File: src/rtl/music_player_ctrl_param.sv
// music_player_ctrl_param: song sequencer fetching note words from memory and feeding the note player
module music_player_ctrl_param #(
    parameter int NOTE_BITS       = 3,
    parameter int DUR_BITS        = 8,
    parameter int SEL_BITS        = 5,
    parameter int SONG_BYTES_LOG2 = 9,
    parameter int ADDR_W          = 16
) (
    input  logic                 clk,
    input  logic                 rst,
    input  logic [SEL_BITS-1:0]  song_sel,
    input  logic                 start_song,
    input  logic                 loop_en,
    input  logic                 pause,
    input  logic                 abort,
    output logic [2:0]           state,
    output logic                 idle,
    output logic [15:0]          note_count,
    output logic [NOTE_BITS-1:0] play_note,
    output logic [DUR_BITS-1:0]  play_dur,
    output logic                 play_load,
    input  logic                 play_done,
    output logic                 memreq_val,
    input  logic                 memreq_rdy,
    output logic [ADDR_W-1:0]    memreq_addr,
    input  logic                 memresp_val,
    input  logic [31:0]          memresp_data
);
    typedef enum logic [2:0] {
        S_RESET  = 3'd0,
        S_IDLE   = 3'd1,
        S_REQ    = 3'd2,
        S_RESP   = 3'd3,
        S_LOAD   = 3'd4,
        S_WAIT   = 3'd5,
        S_PAUSED = 3'd6
    } state_e;

    state_e               state_q, state_d, go_req;
    logic [ADDR_W-1:0]    addr_q, addr_d, base_sel, base_cur, addr_inc;
    logic [NOTE_BITS-1:0] note_q, note_d;
    logic [DUR_BITS-1:0]  dur_q, dur_d, dur_f;
    logic [15:0]          count_q, count_d;
    logic                 load_q, load_d, loop_q, loop_d, wrap, end_mark;

    // the song base is recovered from the current address since it never leaves its region
    assign base_sel   = ADDR_W'({song_sel, {SONG_BYTES_LOG2{1'b0}}});
    assign base_cur   = {addr_q[ADDR_W-1:SONG_BYTES_LOG2], {SONG_BYTES_LOG2{1'b0}}};
    assign addr_inc   = addr_q + ADDR_W'(4);
    assign wrap       = addr_inc[SONG_BYTES_LOG2-1:0] == '0;
    assign end_mark   = memresp_data == 32'hFFFF_FFFF;
    assign dur_f      = memresp_data[16+DUR_BITS-1:16];
    assign go_req     = pause ? S_PAUSED : S_REQ;
    assign state      = state_q;
    assign idle       = state_q == S_IDLE;
    assign memreq_val = state_q == S_REQ;
    assign memreq_addr = addr_q;
    assign note_count = count_q;
    assign play_note  = note_q;
    assign play_dur   = dur_q;
    assign play_load  = load_q;

    // next-state and datapath updates; abort overrides every transition except out of RESET/illegal
    always_comb begin
        state_d = state_q;
        addr_d  = addr_q;
        note_d  = note_q;
        dur_d   = dur_q;
        count_d = count_q;
        loop_d  = loop_q;
        load_d  = 1'b0;
        case (state_q)
            S_RESET:  state_d = S_IDLE;
            S_IDLE:   if (start_song) begin
                addr_d  = base_sel;
                count_d = '0;
                loop_d  = loop_en;
                state_d = go_req;
            end
            S_REQ:    state_d = memreq_rdy ? S_RESP : (pause ? S_PAUSED : S_REQ);
            S_PAUSED: state_d = pause ? S_PAUSED : S_REQ;
            S_RESP:   if (memresp_val) begin
                if (end_mark) begin
                    addr_d  = base_cur;
                    state_d = loop_q ? go_req : S_IDLE;
                end else begin
                    note_d  = memresp_data[NOTE_BITS-1:0];
                    dur_d   = (dur_f == '0) ? DUR_BITS'(1) : dur_f;
                    load_d  = 1'b1;
                    state_d = S_LOAD;
                end
            end
            S_LOAD: begin
                count_d = (count_q == 16'hFFFF) ? count_q : count_q + 16'd1;
                state_d = S_WAIT;
            end
            S_WAIT:   if (play_done) begin
                addr_d  = wrap ? base_cur : addr_inc;
                state_d = (wrap && !loop_q) ? S_IDLE : go_req;
            end
            default:  state_d = S_RESET;
        endcase
        if (abort && state_q != S_RESET && state_d != S_RESET) begin
            state_d = S_IDLE;
            addr_d  = addr_q;
            note_d  = note_q;
            dur_d   = dur_q;
            loop_d  = loop_q;
            load_d  = 1'b0;
            if (state_q != S_LOAD) count_d = count_q;
        end
    end

    // state and registered outputs, cleared asynchronously by the active-low reset
    always_ff @(posedge clk or negedge rst) begin
        if (!rst) begin
            state_q <= S_RESET;
            addr_q  <= '0;
            note_q  <= '0;
            dur_q   <= '0;
            count_q <= '0;
            loop_q  <= 1'b0;
            load_q  <= 1'b0;
        end else begin
            state_q <= state_d;
            addr_q  <= addr_d;
            note_q  <= note_d;
            dur_q   <= dur_d;
            count_q <= count_d;
            loop_q  <= loop_d;
            load_q  <= load_d;
        end
    end
endmodule

File: config.mk
export PLATFORM = sky130hd
export DESIGN_NAME = music_player_ctrl_param
export DESIGN_NICKNAME = d
export VERILOG_FILES = /design/src/rtl/music_player_ctrl_param.sv
export SDC_FILE = /design/constraint.sdc
export NUM_CORES = 1
export LEC_CHECK = 0
export CAP_MARGIN = 10
export CELL_PAD_IN_SITES_DETAIL_PLACEMENT = 1
export CELL_PAD_IN_SITES_GLOBAL_PLACEMENT = 2
export CORE_MARGIN = 1
export CORE_UTILIZATION = 29
export CTS_BUF_LIST = sky130_fd_sc_hd__clkbuf_8
export CTS_CLUSTER_DIAMETER = 30
export DETAILED_ROUTE_END_ITERATION = 16
export GPL_TIMING_DRIVEN = 0
export PLACE_DENSITY_LB_ADDON = 0.1
export SLEW_MARGIN = 20
export SYNTH_ARGS = -nofsm -noshare
export SYNTH_HDL_FRONTEND = slang
export SYNTH_SLANG_ARGS = --single-unit
File: constraint.sdc
create_clock -name clk -period 5.9 [get_ports clk]
set_clock_uncertainty 0.15 [all_clocks]
set_input_delay 1.77 -clock clk [delete_from_list [all_inputs] [get_ports clk]]
set_output_delay 1.77 -clock clk [all_outputs]
set_load 0.02 [all_outputs]
### After elaboration in Yosys (flattened, before gate mapping)

Index checks and enable logic that the tools add are counted.

* bits in registers: 48
* bits in latches: 0
* memory bits (writable): 0
* memory bits (read-only): 0
* input port bits: 46
* output and inout bits: 49
* word-level logic and storage cells: 69
* memories: 0

* add/sub/neg operators: 2
* $mul: 0
* div/mod/pow operators: 0
* magnitude comparators: 0
* equal/unequal tests: 15
* shifts and indexed selects: 0
* muxes and demuxes: 26
* bitwise logic cells: 3
* reduce and logical (&&, ||, !) cells: 15

Operators by type and width (number)
* two-way mux 16 bit: 7
* one-hot mux 16 bit (3 select lines): 1
* equality test 32 bit (second input constant): 1
* one-hot mux 16 bit (2 select lines): 1
* two-way mux 3 bit: 9
* one-hot mux 3 bit (7 select lines): 1
* two-way mux 9 bit: 2
* adder 16 x 1 -> 16 bit (second input constant): 1
* adder 16 x 3 -> 16 bit (second input constant): 1
* equality test 16 bit (second input constant): 1
* != test 2 bit (second input constant): 6
* AND reduction 6 bit: 2
* equality test 3 bit (second input constant): 3
* logical NOT 9 bit: 1
* nonzero test 3 bit: 3
* logical NOT 8 bit: 1
* two-way mux 8 bit: 1
* equality test 3 x 2 -> 1 bit (second input constant): 2
* two-way mux 1 bit: 4
* AND reduction 4 bit: 1
* equality test 3 x 1 -> 1 bit (second input constant): 1
* logical AND 1 bit: 3
* logical NOT 3 bit: 1
* != test 3 bit (second input constant): 1
* other kinds (4): 6

### Logic depth before layout (Yosys ltp)

Gate-level depths: netlist of the first run.

* depth in word-level cells: 10
* mapped depth: 7
* mapped depth without buffers: 6

### Worst setup path after synthesis of the first run

No wires, ideal clock.

* kind: input -> register
* from: input memresp_data[15]
* to: register note_q[1] (netlist: play_note[1])
* setup time: 0.127 ns
* arrival time: 3.035 ns
* data required time: 5.623 ns
* slack: 2.587 ns
* stages: 6
* path buffers: 1
* path through: nand4_1 nor4_1 nand2_1 and4_1 buf_6 mux2_1

* word-level cells in the longest chain between the ends: 8
* elaborated cells on any way between the ends: 9
* classes of those cells: eq/ne (1); mux (3); bitwise (2); reduce/logical (3)

RTL lines
* from (decl): RTL line 27 `input logic [31:0] memresp_data`
* equality test 32 bit *: RTL line 51 `assign end_mark = memresp_data == 32'hFFFF_FFFF;`
* two-way mux 3 bit: RTL line 83 `if (end_mark) begin`
* two-way mux 3 bit: RTL line 82 `S_RESP: if (memresp_val) begin`
* one-hot mux 3 bit (7 select lines): RTL line 72 `case (state_q)`
* nonzero test 3 bit: RTL line 103 `if (abort && state_q != S_RESET && state_d != S_RESET) begin`
* logical AND 1 bit: RTL line 103
* inverter 1 bit (no line)
* AND reduction 4 bit (no line) *
* to (signal assigned): RTL line 127 `note_q <= note_d;`
* to (decl): RTL line 41 `logic [NOTE_BITS-1:0] note_q, note_d;`

Mark *: on every way between the ends. The rest lies on a longest branch, timed or not.
A chain may end at the register's enable or synchronous reset.

### Worst setup path after layout of the first run

* from: register state_q[1] (netlist: state[1])
* to: output memreq_val

* word-level cells in the longest chain between the ends: 1

RTL lines
* from (decl): RTL line 39 `state_e state_q, state_d, go_req;`
* from (signal assigned): RTL line 125 `state_q <= state_d;`
* equality test 3 x 2 -> 1 bit: RTL line 56 `assign memreq_val = state_q == S_REQ;`
* to (decl): RTL line 23 `output logic memreq_val,`

No other way between the ends.

==> flow_metrics.py, run 1 <==
metrics = {
    "run_status": {
        "status": "complete, but fails checks",
        "failed_checks": "design-rule violations",
    },
    "worst_setup_path": {
        "critical_path_arrival_ns": 2.02,
        "cp_max_fo": 10,
        "worst_setup_path_end_kind": "output pin",
        "setup.worst_path.start_class": "register",
        "cp.required_ns": 3.98,
        "critPathKind": "reg -> out",
        "reg2reg_setup_slack_ns": 3.60,
    },
    "cts": {
        "worst_setup_hold_path_clk_slew_ns": 0.09,
        "clock_tree.buffer_depth": 2,
        "tritoncts": "done",
        "number_of_cts_inserted_buffers": 5,
        "cts.repair.resized": 0,
        "cts.sink_count": 46,
        "cts_max_level": 2,
        "clk-insertion-delay-late_ns": 0.30,
        "post-cts-setup-buffers": 0,
        "cell_at_the_root_of_the_clock_tree": "sky130_fd_sc_hd__clkbuf_8",
        "cts_hold_repair.buffers": 0,
    },
    "cells_and_area": {
        "finalNonFillerCells": 502,
        "layout-drive-gt1-share": 0.1023,
        "final_nets": 438,
        "num_antenna_cells": 0,
        "top_library_cells_by_usage_in_the_layout_fill_and_taps_aside": "sky130_fd_sc_hd__clkdlybuf4s50_1 (91), sky130_fd_sc_hd__dfrtp_1 (46), sky130_fd_sc_hd__nand2_1 (25)",
        "most_common_cell_after_layout_fill_and_taps_aside": "sky130_fd_sc_hd__clkdlybuf4s50_1",
        "area_growth_pct": 42.76,
        "post_route_core_utilization": 0.4238,
        "fill_cells": 1063,
    },
    "logic_synthesis": {
        "synth-edff-count": 0,
        "synth_area_per_cell_um2": 9.414,
        "ys.flop_type": "sky130_fd_sc_hd__dfrtp_1",
        "post_synth_num_cell_types": 56,
        "syn-cell-area_um2": 2730,
        "synth_seq_cells": 46,
        "syn-instance-count": 290,
        "synth.yosys.seq_area_share": 0.4216,
        "asyncSetResetFlopFracSynth": 1.000,
        "synth-warning-count": 0,
    },
    "global_routing": {
        "grt_pass1_wl_um": 14570,
        "grt_util_all_layers": 0.1866,
        "maximum_number_of_pins_on_one_net_before_global_route_repair": 47,
        "groute.layer.met3.usage": 0.02553,
        "use_met1": 0.2433,
        "antenna_found_initial": 0,
        "grt.busiest_layer": "met2",
        "first_global_vias": 2743,
        "globalRouteOverflowTotal": 0,
        "use_met2": 0.3292,
    },
    "floorplanning": {
        "die-area_um2": 9806,
        "io-pin-count": 95,
        "design.core.area_um2": 9196,
        "die-height_um": 99.03,
        "die-width_um": 99.03,
        "num_rows": 35,
        "initial_core_util": 0.2969,
    },
    "power_and_ir_drop": {
        "static-leakage-power_nw": 1.506,
        "powerDensity_nw_per_um2": 394.7,
        "vdd.ir_drop.worst_mv": 0.1425,
    },
    "sta": {
        "timing.final.hold_violations": 0,
        "rsz0062_at_grt": "no",
        "worst_slew_pin_slew_ns": 0.7920,
        "finalSetupViolCount": 0,
        "timing.max_slew.rel_slack": 0.4664,
        "period_minus_slack_ns": 3.936,
        "setup_tns_ns": 0,
        "report.final.slew_viol_count": 0,
        "finalCritPeriodShare": 0.6672,
        "timing.fmax_mhz": 254.1,
    },
    "route": {
        "dr.pass1.iters": 10,
        "avgViaCountPerCell": 5.329,
        "drt_drc_violations_left": 2,
        "dr_total_vias": 2675,
        "first_iter_violations": 59,
        "drt.antenna.violating_nets": 0,
        "finalWirelength_um": 8806,
        "detail_route.wl_per_cell_um": 17.54,
    },
    "place": {
        "count_of_buffers_inserted_at_the_top_level_ports": 92,
        "dp_hpwl_um": 6456,
        "globalplace.congestion": 0.8180,
        "placed_cells_incl_taps": 494,
    },
    "worst_hold_path": {
        "holdCritPathClass": "reg -> reg",
    },
    "run": {
        "total_of_max_cap_violations": 0,
    },
}
-- final timing paths --
kind	start	endpoint	depth (start not counted)
worst min-delay path	play_note[1]$_DFFE_PN0P_	play_note[1]$_DFFE_PN0P_	1
worst max register to register	state[1]$_DFF_PN0_	note_count[15]$_DFFE_PN0P_	6
max in group asynchronous	rst	play_dur[2]$_DFFE_PN0P_	1
min in group asynchronous	rst	memreq_addr[3]$_DFFE_PN0P_	1
worst min register to register	play_note[1]$_DFFE_PN0P_	play_note[1]$_DFFE_PN0P_	1
worst max-delay path	state[1]$_DFF_PN0_	memreq_val	4
-- cells in the mapped netlist (5+ instances only) --
library cell	count	area (um^2)
sky130_fd_sc_hd__inv_1	15	56.30
sky130_fd_sc_hd__nand2_1	25	93.84
sky130_fd_sc_hd__mux2_2	10	112.6
sky130_fd_sc_hd__dfrtp_1	46	1151
sky130_fd_sc_hd__nor3_1	7	35.03
sky130_fd_sc_hd__nor2_1	12	45.04
sky130_fd_sc_hd__nand4_1	14	87.58
sky130_fd_sc_hd__nand3_1	18	90.09
sky130_fd_sc_hd__a31oi_1	16	100.1
sky130_fd_sc_hd__a21oi_1	23	115.1
sky130_fd_sc_hd__o21ai_0	14	70.07
sky130_fd_sc_hd__o21a_1	6	45.04
sky130_fd_sc_hd__a41oi_1	5	43.79
-- registers in the layout (all words and copies together), names as in the netlist --
signal and flops:
loop_q 1, memreq_addr 14, note_count 16, play_dur 8
play_load 1, play_note 3, state 3
-- critical path: stages (launching register included) --
cell                              delay, ns
sky130_fd_sc_hd__dfrtp_1               0.43
sky130_fd_sc_hd__buf_2                 0.22
sky130_fd_sc_hd__and2b_1               0.30
sky130_fd_sc_hd__and2_1                0.17
sky130_fd_sc_hd__clkdlybuf4s50_1       0.61
-- metrics by stage --
stage | power, mW | hold slack (ns) | cell area, um^2 | setup WS [ns]
2_1_floorplan | 0.9441 | 0.3391 | 2734 | 2.587
3_3_place_gp | 1.301 | 0.3211 | 3794 | 1.286
3_5_place_dp | 1.312 | 0.3424 | 3791 | 1.721
4_1_cts | 1.556 | 0.3635 | 3897 | 1.953
5_1_grt | 1.641 | 0.3666 | 3897 | 1.865
6_report | 1.538 | 0.3550 | 3897 | 1.964
-- area by class of cell --
| cell class | instances | area, um^2 | area share |
|---|---|---|---|
| clock buffers | 5 | 68.82 | 0.01766 |
| multi-input cells | 219 | 1451 | 0.3724 |
| inverters | 15 | 56.30 | 0.01445 |
| plain buffers | 11 | 75.07 | 0.01926 |
| well taps | 111 | 138.9 | 0.03563 |
| clock inverters | 3 | 37.54 | 0.009631 |
| flip-flops and latches | 46 | 1151 | 0.2953 |
| repair buffers | 92 | 918.4 | 0.2356 |
-- kinds of logic (layout without fill, tap and decap cells) --
kind of cell	Yosys count	in the layout	synth area share
AND/OR/NAND/NOR	110	110	0.2264
buffers and inverters	26	126	0.04812
flip-flops	46	46	0.4216
other	1	2	0.001374
adder cells (fa/ha/maj)	2	2	0.009164
AO/OA/AOI/OAI	89	89	0.2250
multiplexers	16	16	0.06829
-- layer usage --
metal,up-vias,routed length [um]
met3,2,212
met5,-,0
met1,1341,4064
met2,40,4482
met4,0,46
li1,1292,-
-- where the power goes --
group | switching (mW) | total, mW | leakage (nW) | internal, mW
clock | 0.114 | 0.237 | 0.0607 | 0.124
combinational | 0.395 | 0.753 | 0.846 | 0.359
sequential | 0.125 | 0.548 | 0.600 | 0.422
total | 0.633 | 1.54 | 1.51 | 0.905
(Power assumes the default switching activity.)
==> inputs of run 2 (changes only) <==
Settings changed: CORE_UTILIZATION 29 to 25.
Clock period 5.9 ns to 3.2 ns, I/O delays scaled along.
==> run 2 against run 1 <==
Against the previous run: the run now ends clean; final area up 1.1%; via count up 0.45%; hold slack worse by 0.0098 ns; sequential power up 84%; global-route usage down 2.0 points; register-to-register slack worse by 2.7 ns; utilization down 4.7 points; critical endpoint unchanged; largest power group unchanged.
==> flow_metrics.py, run 2 (synthesis results as in run 1) <==
metrics = {
    "run_status": {
        "status": "finished, final reports clean",
    },
    "worst_setup_path": {
        "setup.worst_path.start_class": "register",
        "critical_path_arrival_ns": 1.98,
        "worstPathCellList": "buf_2 -> and2b_2 -> and2_1 -> clkdlybuf4s50_1",
        "path_delay_family": "buffers and inverters",
        "cp.required_ns": 2.09,
        "critPathKind": "reg -> out",
        "timing.critical_path.buf_inv": 2,
        "crit_path_max_incr_delay_ns": 0.60,
        "worst_setup_path_end_kind": "output pin",
        "cp_max_fo": 10,
        "worst_path_max_delay_cell": "sky130_fd_sc_hd__clkdlybuf4s50_1",
    },
    "route": {
        "dr_total_vias": 2687,
        "first_iter_violations": 73,
        "finalWirelength_um": 9020,
        "avgViaCountPerCell": 5.099,
        "drt_drc_violations_left": 0,
        "drt.antenna.violating_nets": 0,
        "dr.pass1.iters": 4,
        "detail_route.wl_per_cell_um": 17.12,
    },
    "cells_and_area": {
        "finalNonFillerCells": 527,
        "layout-drive-gt1-share": 0.1100,
        "final_nets": 438,
        "top_library_cells_by_usage_in_the_layout_fill_and_taps_aside": "sky130_fd_sc_hd__clkdlybuf4s50_1 (91), sky130_fd_sc_hd__dfrtp_1 (46), sky130_fd_sc_hd__nand2_1 (25)",
        "area_growth_pct": 44.32,
        "most_common_cell_after_layout_fill_and_taps_aside": "sky130_fd_sc_hd__clkdlybuf4s50_1",
        "layout.area.seq_um2": 1151,
        "post-route-cell-area_um2": 3940,
        "num_antenna_cells": 0,
        "multi_input_gate_area_in_the_final_layout_um2": 1459,
        "largest_reg_flops": 16,
        "fill_cells": 1227,
    },
    "floorplanning": {
        "initial_core_util": 0.2609,
        "die-width_um": 106.5,
        "die-area_um2": 11340,
        "die-height_um": 106.5,
        "io-pin-count": 95,
        "design.core.area_um2": 10460,
        "num_rows": 37,
    },
    "cts": {
        "cts.sink_count": 46,
        "clk-insertion-delay-late_ns": 0.30,
        "cell_at_the_root_of_the_clock_tree": "sky130_fd_sc_hd__clkbuf_8",
        "cts_hold_repair.buffers": 0,
        "number_of_cts_inserted_buffers": 5,
        "tritoncts": "done",
        "worst_setup_hold_path_clk_slew_ns": 0.09,
        "cts_max_level": 2,
        "post-cts-setup-buffers": 0,
        "clock_tree.buffer_depth": 2,
    },
    "global_routing": {
        "grt_util_all_layers": 0.1662,
        "globalRouteOverflowTotal": 0,
        "antenna_found_initial": 0,
        "first_global_vias": 2863,
        "grt_pass1_wl_um": 15010,
        "maximum_number_of_pins_on_one_net_before_global_route_repair": 47,
    },
    "sta": {
        "period_minus_slack_ns": 3.087,
        "worst_slew_pin_slew_ns": 0.6817,
        "rsz0062_at_grt": "no",
        "report.final.slew_viol_count": 0,
        "timing.final.hold_violations": 0,
        "timing.max_slew.rel_slack": 0.5407,
        "finalSetupViolCount": 0,
        "finalCritPeriodShare": 0.9648,
        "timing.fmax_mhz": 323.9,
    },
    "place": {
        "placed_cells_incl_taps": 519,
        "dp_hpwl_um": 6768,
        "count_of_buffers_inserted_at_the_top_level_ports": 92,
        "placed_area_um2": 3822,
        "globalplace.congestion": 0.8089,
    },
    "power_and_ir_drop": {
        "powerDensity_nw_per_um2": 722.1,
        "vdd.ir_drop.worst_mv": 0.2645,
        "static-leakage-power_nw": 1.501,
    },
    "run": {
        "total_of_max_cap_violations": 0,
    },
    "worst_hold_path": {
        "holdCritPathClass": "reg -> reg",
    },
}
[run 2: final timing paths]
check                      depth (start not counted)                 startpoint                          to  slack, ns
min in group asynchronous                          1                        rst  memreq_addr[4]$_DFFE_PN0P_       0.53
min reg2reg                                        1   play_note[1]$_DFFE_PN0P_    play_note[1]$_DFFE_PN0P_       0.35
max                                                4         state[1]$_DFF_PN0_                  memreq_val       0.11
min                                                1   play_note[1]$_DFFE_PN0P_    play_note[1]$_DFFE_PN0P_       0.35
max in group asynchronous                          1                        rst  memreq_addr[5]$_DFFE_PN0P_       1.96
max reg2reg                                        7  note_count[0]$_DFFE_PN0P_  note_count[14]$_DFFE_PN0P_       0.90
[run 2: final cells by class]
type / count / share of cell area
Timing Repair Buffer: 92 / 0.2331
Buffer: 11 / 0.01905
Sequential cell: 46 / 0.2922
Tap cell: 136 / 0.04319
Multi-Input combinational cell: 219 / 0.3703
Inverter: 15 / 0.01429
Clock buffer: 5 / 0.01747
Clock inverter: 3 / 0.01048
[run 2: where the power goes]
group,internal (mW),switching (mW),total (mW)
Sequential,0.779,0.231,1.01
Clock,0.230,0.211,0.441
Combinational,0.663,0.731,1.39
Total,1.67,1.17,2.85
[run 2: through the flow]
stage	worst slack [ns]	hold WS [ns]	setup TNS, ns	util	total power [mW]
finish	0.1127	0.3453	0	0.3766	2.845
global route	0.03339	0.3894	0	0.3766	3.053
CTS	0.007459	0.3582	0	0.3759	2.892
detailed placement	-0.3275	0.3377	-4.350	0.3653	2.430
global placement	-0.5790	0.3212	-29.67	0.3656	2.404
floorplan	0.6972	0.3391	0	-	1.741
[run 2: repair_timing]
action,in CTS,in global routing
hold endpoints to repair,0,0
setup endpoints to repair,0,11
resized for setup,0,2
[run 2: per-layer routing]
metal  track usage  wire, um  vias to the layer above
li1              -         -                     1291
met1        0.2250      4234                     1317
met2        0.2760      4287                       72
met3       0.02943       420                        7
met4       0.03523        78                        0
met5             0         0                        -
